--- src/rtl/rf_cmd_sequencer.sv ---
// Command front-end for the sprite/background register file: expands bus commands into
// single-field writes or a read, with ack timeout. `define RF_CMD_SEQ_STATS_EN adds stat counters.
module rf_cmd_sequencer #(
  parameter int NUM_REGS       = 21,
  parameter int TIMEOUT_CYCLES = 15,
  parameter int TO_W           = 4
) (
  input  logic        clk,
  input  logic        reset,
  input  logic        cmd_valid,
  output logic        cmd_ready,
  input  logic [1:0]  cmd_op,
  input  logic [4:0]  cmd_reg,
  input  logic [29:0] cmd_data,
  output logic [4:0]  rf_n_reg,
  output logic [29:0] rf_data,
  output logic        rf_written,
  output logic [1:0]  rf_selectField,
  input  logic        rf_done,
  input  logic [29:0] rf_readData,
  output logic        rsp_valid,
  output logic [29:0] rsp_data,
  output logic        err,
  output logic [1:0]  err_code,
  output logic        busy
`ifdef RF_CMD_SEQ_STATS_EN
  ,
  output logic [15:0] stat_writes,
  output logic [15:0] stat_errors
`endif
);

  typedef enum logic [2:0] {
    S_IDLE, S_WR_X, S_WR_Y, S_WR_OFF, S_WR_BG, S_RD_ISSUE, S_RD_CAP
  } state_e;

  localparam logic [1:0] OP_SPRITE = 2'b00;
  localparam logic [1:0] OP_BG     = 2'b01;
  localparam logic [1:0] OP_READ   = 2'b10;

  localparam logic [1:0] SEL_X   = 2'b00;
  localparam logic [1:0] SEL_Y   = 2'b01;
  localparam logic [1:0] SEL_OFF = 2'b10;
  localparam logic [1:0] SEL_BG  = 2'b11;

  localparam logic [1:0] ERR_REG = 2'b01;
  localparam logic [1:0] ERR_TO  = 2'b10;
  localparam logic [1:0] ERR_OP  = 2'b11;

  localparam logic [5:0]      REG_LIMIT = 6'(NUM_REGS);
  localparam logic [TO_W-1:0] CNT_FIRST = TO_W'(1);
  localparam logic [TO_W-1:0] CNT_LAST  = TO_W'(TIMEOUT_CYCLES);

  state_e            state_q, state_d;
  logic [4:0]        nreg_q, nreg_d;
  logic [1:0]        sel_q, sel_d;
  logic [29:0]       data_q, data_d;
  logic [TO_W-1:0]   cnt_q, cnt_d;
  logic              err_q, err_d;
  logic [1:0]        code_q, code_d;
  logic              rsp_v_q, rsp_v_d;
  logic [29:0]       rsp_d_q, rsp_d_d;

  logic in_write, ack, expired, accept, read_ok, sprite_ok;

  assign in_write  = (state_q == S_WR_X) || (state_q == S_WR_Y) ||
                     (state_q == S_WR_OFF) || (state_q == S_WR_BG);
  // The first cycle of every write state ignores rf_done, so a stale ack cannot complete it.
  assign ack       = in_write && (cnt_q != CNT_FIRST) && rf_done;
  assign expired   = in_write && !ack && (cnt_q == CNT_LAST);
  assign accept    = cmd_valid && cmd_ready;
  assign read_ok   = {1'b0, cmd_reg} < REG_LIMIT;
  assign sprite_ok = read_ok && (cmd_reg != 5'd0);

  // State and datapath registers.
  always_ff @(posedge clk) begin
    // NOTE: sequential state uses non-blocking assignments so every register samples
    // pre-edge values; blocking here would create order-dependent races.
    if (reset) begin
      state_q <= S_IDLE;
      nreg_q  <= '0;
      sel_q   <= '0;
      data_q  <= '0;
      cnt_q   <= '0;
      err_q   <= 1'b0;
      code_q  <= '0;
      rsp_v_q <= 1'b0;
      rsp_d_q <= '0;
    end else begin
      state_q <= state_d;
      nreg_q  <= nreg_d;
      sel_q   <= sel_d;
      data_q  <= data_d;
      cnt_q   <= cnt_d;
      err_q   <= err_d;
      code_q  <= code_d;
      rsp_v_q <= rsp_v_d;
      rsp_d_q <= rsp_d_d;
    end
  end

  // Next-state and register-update logic.
  always_comb begin
    // NOTE: every variable gets a default before the case so no path leaves it
    // unassigned, which would otherwise infer a latch.
    state_d = state_q;
    nreg_d  = nreg_q;
    sel_d   = sel_q;
    data_d  = data_q;
    cnt_d   = '0;
    err_d   = 1'b0;
    code_d  = code_q;
    rsp_v_d = 1'b0;
    rsp_d_d = rsp_d_q;
    case (state_q)
      S_IDLE: begin
        if (accept) begin
          data_d = cmd_data;
          case (cmd_op)
            OP_SPRITE: begin
              if (sprite_ok) begin
                state_d = S_WR_X;
                nreg_d  = cmd_reg;
                sel_d   = SEL_X;
                cnt_d   = CNT_FIRST;
              end else begin
                err_d  = 1'b1;
                code_d = ERR_REG;
              end
            end
            OP_BG: begin
              state_d = S_WR_BG;
              nreg_d  = 5'd0;
              sel_d   = SEL_BG;
              cnt_d   = CNT_FIRST;
            end
            OP_READ: begin
              if (read_ok) begin
                state_d = S_RD_ISSUE;
                nreg_d  = cmd_reg;
              end else begin
                err_d  = 1'b1;
                code_d = ERR_REG;
              end
            end
            default: begin
              err_d  = 1'b1;
              code_d = ERR_OP;
            end
          endcase
        end
      end
      S_WR_X, S_WR_Y, S_WR_OFF, S_WR_BG: begin
        if (ack) begin
          case (state_q)
            S_WR_X: begin
              state_d = S_WR_Y;
              sel_d   = SEL_Y;
              cnt_d   = CNT_FIRST;
            end
            S_WR_Y: begin
              state_d = S_WR_OFF;
              sel_d   = SEL_OFF;
              cnt_d   = CNT_FIRST;
            end
            default: state_d = S_IDLE;
          endcase
        end else if (expired) begin
          state_d = S_IDLE;
          err_d   = 1'b1;
          code_d  = ERR_TO;
        end else begin
          cnt_d = cnt_q + CNT_FIRST;
        end
      end
      S_RD_ISSUE: state_d = S_RD_CAP;
      S_RD_CAP: begin
        state_d = S_IDLE;
        rsp_v_d = 1'b1;
        rsp_d_d = rf_readData;
      end
      default: state_d = S_IDLE;
    endcase
  end

  // Outputs decoded from the current state.
  always_comb begin
    cmd_ready  = (state_q == S_IDLE) && !reset;
    busy       = state_q != S_IDLE;
    rf_written = in_write;
    rf_data    = in_write ? data_q : '0;
  end

  assign rf_n_reg       = nreg_q;
  assign rf_selectField = sel_q;
  assign rsp_valid      = rsp_v_q;
  assign rsp_data       = rsp_d_q;
  assign err            = err_q;
  assign err_code       = code_q;

`ifdef RF_CMD_SEQ_STATS_EN
  logic [15:0] stat_w_q, stat_e_q;

  // Saturating counters; err_d marks the edge that raises the err pulse.
  always_ff @(posedge clk) begin
    if (reset) begin
      stat_w_q <= '0;
      stat_e_q <= '0;
    end else begin
      if (ack && (stat_w_q != 16'hFFFF)) stat_w_q <= stat_w_q + 16'd1;
      if (err_d && (stat_e_q != 16'hFFFF)) stat_e_q <= stat_e_q + 16'd1;
    end
  end

  assign stat_writes = stat_w_q;
  assign stat_errors = stat_e_q;
`endif

endmodule

--- config.mk ---
export PLATFORM = sky130hd
export DESIGN_NAME = rf_cmd_sequencer
export DESIGN_NICKNAME = d
export VERILOG_FILES = /design/src/rtl/rf_cmd_sequencer.sv
export SDC_FILE = /design/constraint.sdc
export NUM_CORES = 1
export LEC_CHECK = 0
export ABC_AREA = 0
export CAP_MARGIN = 20
export CORE_UTILIZATION = 46
export DETAILED_ROUTE_END_ITERATION = 16
export PLACE_DENSITY = 0.94
export SETUP_SLACK_MARGIN = 0.05
export SYNTH_ARGS = -nofsm -noshare
export SYNTH_HDL_FRONTEND = slang
export SYNTH_SLANG_ARGS = --single-unit
--- constraint.sdc ---
create_clock -name clk -period 2.9 [get_ports clk]
set_input_delay 0.725 -clock clk [delete_from_list [all_inputs] [get_ports clk]]
set_output_delay 0.725 -clock clk [all_outputs]
set_load 0.01 [all_outputs]
==> load_flow_metrics.sql, run 1 <==
INSERT INTO impl_metrics (metric_group, metric, value, unit) VALUES
('drt', 'route.detailed.wl_per_inst', '14.0', 'um'),
('global_route', 'met1_usage', '28.4', '%'),
('critical_path', 'cp_cell_sequence', 'o21a_1 -> nor2_2 -> buf_6 -> and2_1 -> clkdlybuf4s50_1', ''),
('critical_path', 'worst_path_max_delay_cell', 'sky130_fd_sc_hd__clkdlybuf4s50_1', ''),
('die', 'pin_count', '145', ''),
('cells_and_area', 'nNetsFinal', '659', ''),
('global_route', 'grt_first_pass_wirelength', '14700', 'um'),
('sta', 'worst_pin_slew', '0.499', 'ns'),
('global_route', 'antenna_found_initial', '0', ''),
('run', 'cap_viol_max_count', '0', ''),
('cells_and_area', 'drive_gt1_share', '5.97', '%'),
('sta', 'max_slew_margin', '65.9', '%'),
('clocking', 'cts_setup_buffers', '0', ''),
('worst_hold_path', 'hp-class', 'register to register', ''),
('drt', 'drt.antenna.violating_nets', '0', ''),
('clocking', 'htreeDepth', '3', ''),
('sta', 'final_setup_skew', '0.00467', 'ns'),
('synthesis', 'synth.lib_cells_used.distinct', '49', ''),
('critical_path', 'cp_num_buf_inv', '2', ''),
('synthesis', 'synth.yosys.warnings', '0', ''),
('synthesis', 'ys_ff_latch', '78', ''),
('power_and_ir_drop', 'switchingPower', '0.713', 'mW'),
('sta', 'min_period', '2.69', 'ns'),
('global_route', 'use_met3', '7.04', '%'),
('die', 'core_region_area', '7330', 'um2'),
('synthesis', 'synth_enable_flop_cells', '0', ''),
('power_and_ir_drop', 'power.internal', '1.82', 'mW'),
('sta', 'share_of_the_clock_period_used_by_the_worst_path', '92.8', '%'),
('critical_path', 'worst_endpoint_data_arrival_time', '1.97', 'ns'),
('global_route', 'grt_pass1_vias', '3201', ''),
('drt', 'vias_after_detailed_routing', '3500', ''),
('critical_path', 'critPathTopFamily', 'buffers and inverters', ''),
('worst_hold_path', 'timing.hold.worst.start', 'rsp_data[6]$_SDFFE_PP0P_', ''),
('clocking', 'cts_tree', 'built', ''),
('power_and_ir_drop', 'pwr-share-seq', '47.0', '%'),
('sta', 'maxClockFrequency', '372', 'MHz'),
('outcome', 'outcome', 'completed', ''),
('drt', 'detail_route.drc_violations', '0', ''),
('critical_path', 'worstSetupStartpointType', 'register', ''),
('clocking', 'number_of_buffers_inserted_during_clock_tree_synthesis', '9', ''),
('synthesis', 'ys_top_cells_by_area', 'sky130_fd_sc_hd__dfxtp_1 44%, sky130_fd_sc_hd__nand2_1 14%, sky130_fd_sc_hd__nand3b_1 6.8%', ''),
('synthesis', 'syn-mean-instance-area', '7.96', 'um2'),
('synthesis', 'syn_inst', '444', ''),
('die', 'die_h', '89.6', 'um'),
('drt', 'first_pass_iters', '4', ''),
('place', 'portBuffers', '144', ''),
('critical_path', 'worst_setup_path_end_kind', 'output port', ''),
('power_and_ir_drop', 'vdd_ir_drop_max', '0.290', 'mV'),
('power_and_ir_drop', 'power_frac_clock', '27.7', '%'),
('critical_path', 'cp_slowest_stage_delay', '0.55', 'ns'),
('clocking', 'cts_max_path_bufs', '2', ''),
('sta', 'grt_setup_unrepaired', 'no', ''),
('power_and_ir_drop', 'static-leakage-power', '2.02', 'nW'),
('sta', 'setup_violations', '0', ''),
('clocking', 'path_clk_slew', '0.07', 'ns'),
('synthesis', 'synth.largest_area_cell', 'sky130_fd_sc_hd__dfxtp_1', ''),
('sta', 'finalHoldViolations', '0', ''),
('cells_and_area', 'filler_cell_count', '535', ''),
('die', 'full_die_area', '8030', 'um2'),
('cells_and_area', 'num_antenna_cells', '0', ''),
('global_route', 'groute.usage.overall', '23.5', '%'),
('cells_and_area', 'stdcell_count', '685', ''),
('critical_path', 'r2r_start', 'cnt_q[0]$_SDFF_PP0_', ''),
('place', 'dp_hpwl', '6760', 'um'),
('power_and_ir_drop', 'power.switching_fraction', '28.1', '%'),
('synthesis', 'synth_fp_nets', '521', ''),
('global_route', 'grt_remaining_overflow', '0', ''),
('global_route', 'grt_busiest_layer', 'met2', ''),
('drt', 'number_of_vias_per_cell_after_detailed_routing', '5.11', ''),
('clocking', 'clock_insertion_delay_worst_skew', '0.33', 'ns'),
('power_and_ir_drop', 'combPwrFrac', '25.3', '%');
worst min-delay path: cells and delay by family (launching register included):
family | cells | cell delay, ns
compound gates | 1 | 0.05
flops | 1 | 0.31
simple gates | 1 | 0.05
worst paths after layout:
| path | depth (start not counted) | endpoint | slack, ns |
|---|---|---|---|
| hold reg to reg | 2 | rsp_data[6]$_SDFFE_PP0P_ | 0.46 |
| setup reg to reg | 6 | state_q[0]$_SDFFE_PP0P_ | 0.74 |
| hold / removal | 2 | rsp_data[6]$_SDFFE_PP0P_ | 0.46 |
| setup / recovery | 5 | rf_data[0] | 0.21 |
synthesized netlist by cell type, types with 2 or more instances:
cell,number
sky130_fd_sc_hd__nand2_1,136
sky130_fd_sc_hd__dfxtp_1,78
sky130_fd_sc_hd__a21oi_1,36
sky130_fd_sc_hd__nand3b_1,32
sky130_fd_sc_hd__and2_1,31
sky130_fd_sc_hd__clkbuf_1,26
sky130_fd_sc_hd__nor2_1,17
sky130_fd_sc_hd__nand2b_1,8
sky130_fd_sc_hd__ha_1,6
sky130_fd_sc_hd__inv_1,6
sky130_fd_sc_hd__mux2i_1,6
sky130_fd_sc_hd__nand3_1,5
sky130_fd_sc_hd__a211oi_1,4
sky130_fd_sc_hd__a21o_1,4
sky130_fd_sc_hd__nor3_1,4
sky130_fd_sc_hd__nor4_1,3
sky130_fd_sc_hd__o21a_1,3
sky130_fd_sc_hd__a2111oi_0,2
sky130_fd_sc_hd__and3_1,2
sky130_fd_sc_hd__buf_2,2
sky130_fd_sc_hd__nor2b_1,2
sky130_fd_sc_hd__o211ai_1,2
sky130_fd_sc_hd__o21ai_0,2
sky130_fd_sc_hd__o21ai_1,2
cells by family (layout without fill, tap and decap cells):
family          Yosys count  count (layout)  synth area share (%)
xor+xnor                  2               2                 0.496
compound gates           67              67                  12.4
mux                       7               7                  2.02
simple gates            248             248                  34.9
fa+ha+maj                 6               6                  2.13
buf+inv                  36             178                  3.90
flops                    78              78                  44.2
power groups by stage:
stage               clock network (mW)  logic, mW  registers (mW)
floorplan                            0      0.322            1.21
CTS                              0.720      0.622            1.19
finish                           0.702      0.642            1.19
global route                     0.775      0.698            1.20
global placement                     0      0.605            1.21
detailed placement                   0      0.615            1.21
cell type report:
class / instances / area (um2) / share of cell area [%]
Timing Repair Buffer: 155 / 1530 / 29.1
Sequential cell: 78 / 1560 / 29.8
Inverter: 8 / 30.0 / 0.572
Clock buffer: 14 / 163 / 3.10
Multi-Input combinational cell: 330 / 1840 / 35.1
Tap cell: 99 / 124 / 2.36
Clock inverter: 1 / 5.00 / 0.0953
layer usage:
metal	share of wire, %	routed length [um]
met4	1.0	99
met5	0	0
met3	9.7	929
met1	42	3980
met2	48	4560
per-stage QoR:
stage / total power [mW] / hold slack [ns] / cell area, um2 / setup WS, ns
4_1_cts: 2.53 / 0.458 / 5240 / 0.0927
6_report: 2.54 / 0.457 / 5250 / 0.210
5_1_grt: 2.67 / 0.470 / 5250 / 0.0774
3_3_place_gp: 1.81 / 0.441 / 5070 / 0.396
3_5_place_dp: 1.83 / 0.448 / 5070 / 0.308
2_1_floorplan: 1.53 / 0.445 / 3530 / 0.576
layout by cell type (no fill, tap or decap), types with 2 or more instances in the layout:
cell | netlist | final
sky130_fd_sc_hd__clkbuf_8 | 0 | 11
sky130_fd_sc_hd__o21ai_0 | 2 | 2
sky130_fd_sc_hd__and2_1 | 31 | 31
sky130_fd_sc_hd__dfxtp_1 | 78 | 77
sky130_fd_sc_hd__a2111oi_0 | 2 | 2
sky130_fd_sc_hd__nor3b_4 | 1 | 2
sky130_fd_sc_hd__nor4_1 | 3 | 3
sky130_fd_sc_hd__o211ai_1 | 2 | 2
sky130_fd_sc_hd__ha_1 | 6 | 6
sky130_fd_sc_hd__and3_1 | 2 | 2
sky130_fd_sc_hd__clkdlybuf4s50_1 | 0 | 143
sky130_fd_sc_hd__o21a_1 | 3 | 3
sky130_fd_sc_hd__buf_6 | 0 | 2
sky130_fd_sc_hd__buf_4 | 0 | 9
sky130_fd_sc_hd__a21o_1 | 4 | 4
sky130_fd_sc_hd__a211oi_1 | 4 | 4
sky130_fd_sc_hd__nor3_1 | 4 | 4
sky130_fd_sc_hd__nand3b_1 | 32 | 32
sky130_fd_sc_hd__nand2_1 | 136 | 136
sky130_fd_sc_hd__nor2_1 | 17 | 16
sky130_fd_sc_hd__clkbuf_1 | 26 | 3
sky130_fd_sc_hd__inv_1 | 6 | 6
sky130_fd_sc_hd__nor2b_1 | 2 | 2
sky130_fd_sc_hd__a21oi_1 | 36 | 36
sky130_fd_sc_hd__o21ai_1 | 2 | 2
sky130_fd_sc_hd__mux2i_1 | 6 | 6
sky130_fd_sc_hd__nand3_1 | 5 | 5
sky130_fd_sc_hd__nand2b_1 | 8 | 8
timing repair:
action | 4_1_cts | 5_1_grt
setup endpoints to repair | 14 | 30
hold buffers | 0 | 0
cloned | 0 | 1
gates resized for setup | 1 | 5
Note: power is estimated with default switching activity, not from simulation.
==> inputs of run 2 (changes only) <==
--- a/config.mk
+++ b/config.mk
@@ -9,7 +9,9 @@
 export CAP_MARGIN = 20
 export CORE_UTILIZATION = 46
 export DETAILED_ROUTE_END_ITERATION = 16
+export GPL_TIMING_DRIVEN = 0
 export PLACE_DENSITY = 0.94
+export RECOVER_POWER = 25
 export SETUP_SLACK_MARGIN = 0.05
 export SYNTH_ARGS = -nofsm -noshare
 export SYNTH_HDL_FRONTEND = slang
==> load_flow_metrics.sql, run 2 (same netlist as run 1, synthesis figures left out) <==
INSERT INTO impl_metrics (metric_group, metric, value, unit) VALUES
('drt', 'drt.antenna.violating_nets', '0', ''),
('clocking', 'clock_insertion_delay_worst_skew', '0.34', 'ns'),
('global_route', 'met1_usage', '26.8', '%'),
('drt', 'route.detailed.wl_per_inst', '13.8', 'um'),
('critical_path', 'worst_endpoint_data_arrival_time', '2.08', 'ns'),
('drt', 'number_of_vias_per_cell_after_detailed_routing', '5.07', ''),
('power_and_ir_drop', 'static-leakage-power', '2.18', 'nW'),
('cells_and_area', 'layout.cells.most_common_list', '136 x sky130_fd_sc_hd__nand2_1, 129 x sky130_fd_sc_hd__clkdlybuf4s50_1, 78 x sky130_fd_sc_hd__dfxtp_1', ''),
('critical_path', 'r2r_start', 'state_q[2]$_SDFFE_PP0P_', ''),
('clocking', 'clk_root_buffer_cell', 'sky130_fd_sc_hd__clkbuf_8', ''),
('sta', 'max_slew_margin', '45.9', '%'),
('critical_path', 'ff2ff_setup_slack', '0.28', 'ns'),
('sta', 'setup_violations', '0', ''),
('power_and_ir_drop', 'report.power.total', '2.64', 'mW'),
('cells_and_area', 'layout-area-overhead-vs-synth', '50.8', '%'),
('sta', 'final_max_slew_viol_count', '0', ''),
('sta', 'share_of_the_clock_period_used_by_the_worst_path', '96.6', '%'),
('clocking', 'cts_tree', 'built', ''),
('global_route', 'use_met3', '8.50', '%'),
('global_route', 'globalRouteMet2Util', '43.9', '%'),
('critical_path', 'worst_setup_path_end_kind', 'output port', ''),
('clocking', 'cts.sink_count', '78', ''),
('cells_and_area', 'drive_gt1_share', '4.48', '%'),
('global_route', 'grt_max_degree', '20', ''),
('critical_path', 'r2r_cells', '7', ''),
('power_and_ir_drop', 'vdd_ir_drop_max', '0.304', 'mV'),
('die', 'pin_count', '145', ''),
('sta', 'finalHoldViolations', '0', ''),
('drt', 'postRouteWirelength', '9690', 'um'),
('global_route', 'antenna_found_initial', '0', ''),
('sta', 'min_period', '2.80', 'ns'),
('global_route', 'grt_first_pass_wirelength', '15100', 'um'),
('clocking', 'post_cts_hold_fix_bufs', '0', ''),
('clocking', 'path_clk_slew', '0.08', 'ns'),
('global_route', 'grt_pass1_vias', '3420', ''),
('cells_and_area', 'final_common_cell', 'sky130_fd_sc_hd__nand2_1', ''),
('global_route', 'groute.usage.overall', '24.6', '%'),
('place', 'dp_hpwl', '7300', 'um'),
('worst_hold_path', 'hold-path-cell-count', '2', ''),
('drt', 'drt_first_iter_violations', '171', ''),
('cells_and_area', 'multi_input_area', '1820', 'um2'),
('place', 'gp_congestion', '0.929', ''),
('clocking', 'number_of_buffers_inserted_during_clock_tree_synthesis', '9', ''),
('critical_path', 'setup.worst_path.class', 'register to output port', ''),
('critical_path', 'crit_path_max_fanout', '10', ''),
('sta', 'worst_pin_slew', '0.809', 'ns'),
('global_route', 'grt_remaining_overflow', '0', ''),
('drt', 'vias_after_detailed_routing', '3556', ''),
('sta', 'grt_setup_unrepaired', 'yes', ''),
('outcome', 'outcome', 'completed', ''),
('die', 'die_h', '89.6', 'um'),
('place', 'dp.cells', '687', ''),
('cells_and_area', 'stdcell_count', '702', ''),
('cells_and_area', 'design_area', '5330', 'um2'),
('cells_and_area', 'num_antenna_cells', '0', ''),
('power_and_ir_drop', 'power_density', '495', 'nW/um2'),
('die', 'full_die_area', '8030', 'um2'),
('worst_hold_path', 'timing.hold.worst.start', 'rsp_data[2]$_SDFFE_PP0P_', ''),
('cells_and_area', 'nNetsFinal', '676', ''),
('worst_hold_path', 'holdPathEnd', 'rsp_data[2]$_SDFFE_PP0P_', ''),
('die', 'core_region_area', '7330', 'um2'),
('drt', 'detail_route.drc_violations', '0', ''),
('place', 'place_ws', '-0.861', 'ns'),
('clocking', 'cts_max_path_bufs', '2', ''),
('place', 'placement.cell_area', '5100', 'um2'),
('die', 'chipWidth', '89.6', 'um'),
('sta', 'worst_slack', '0.0973', 'ns'),
('cells_and_area', 'filler_cell_count', '507', ''),
('die', 'num_rows', '31', ''),
('global_route', 'grt_busiest_layer', 'met2', ''),
('critical_path', 'crit-reg2reg-capture', 'rf_selectField[1]$_SDFFE_PP0P_', ''),
('sta', 'final_setup_skew', '0.0103', 'ns'),
('drt', 'first_pass_iters', '4', ''),
('worst_hold_path', 'hp-class', 'register to register', ''),
('critical_path', 'critical_path_required', '2.17', 'ns'),
('sta', 'maxClockFrequency', '357', 'MHz'),
('critical_path', 'worstSetupStartpointType', 'register', ''),
('cells_and_area', 'ff_latch_area', '1560', 'um2'),
('die', 'initial_core_util', '48.2', '%'),
('place', 'portBuffers', '144', ''),
('clocking', 'htreeDepth', '3', ''),
('run', 'cap_viol_max_count', '0', '');
==> run 2: cell count changes in the layout (fill, tap and decap cells not counted), moves of 2 or more <==
cell / before / now
sky130_fd_sc_hd__buf_4: 9 / 4
sky130_fd_sc_hd__nor3b_4: 2 / 0
sky130_fd_sc_hd__dlymetal6s2s_1: 0 / 7
sky130_fd_sc_hd__nor3b_1: 0 / 2
sky130_fd_sc_hd__buf_6: 2 / 0
sky130_fd_sc_hd__dlygate4sd3_1: 0 / 7
sky130_fd_sc_hd__clkbuf_1: 3 / 23
sky130_fd_sc_hd__clkdlybuf4s50_1: 143 / 129
==> run 2: final cells by class <==
cell class / instances / share of cell area [%]
Tap cell: 99 / 2.33
Sequential cell: 78 / 29.3
Timing Repair Buffer: 145 / 27.5
Buffer: 27 / 2.33
Clock inverter: 3 / 0.822
Multi-Input combinational cell: 330 / 34.2
Inverter: 8 / 0.564
Clock buffer: 12 / 2.91
==> run 2: metrics by stage <==
stage                     utilization (%)  hold WS, ns  setup TNS [ns]
final                                72.7        0.457               0
after global routing                 72.7        0.476               0
after CTS                            72.7        0.458               0
after detailed placement             69.5        0.447          -0.861
after global placement               69.5        0.441          -0.844
after floorplan                         -        0.445               0
==> run 2: how the worst max path moves through the flow <==
stage	slack, ns	from	end	cells after the start
6_report	0.1	state_q[0]$_SDFFE_PP0P_	rf_data[20]	5
5_1_grt	0.01	state_q[2]$_SDFFE_PP0P_	rf_data[2]	6
4_1_cts	0.06	state_q[0]$_SDFFE_PP0P_	rf_data[20]	5
3_5_place_dp	-0.86	reset	cmd_ready	6
3_3_place_gp	-0.84	reset	cmd_ready	6
2_1_floorplan	0.58	reset	cmd_ready	4
==> run 2: worst max-delay path, cell delays in order (launching register included) <==
cell and delay, ns:
sky130_fd_sc_hd__dfxtp_1 0.40, sky130_fd_sc_hd__o21a_1 0.26, sky130_fd_sc_hd__nor2_4 0.18, sky130_fd_sc_hd__buf_4 0.18, sky130_fd_sc_hd__and2_1 0.16, sky130_fd_sc_hd__clkdlybuf4s50_1 0.55
==> run 2: power by group <==
group	internal (mW)	total (mW)	leakage [nW]	switching (mW)
clock network	0.441	0.816	0.102	0.375
logic	0.321	0.630	1.44	0.309
registers	1.14	1.19	0.635	0.0468
==> run 2: routing by layer <==
layer	up-vias	wire, um	part of all wire [%]
li1	1776	-	-
met1	1609	4050	42
met2	157	4630	48
met3	14	907	9.4
met4	0	114	1.2
met5	-	0	0
==> run 2: repair_timing <==
action,CTS,global route
resized for setup,15,11
pin swaps,0,1
setup buffers,0,1
setup endpoints to repair,31,30
cloned,0,0
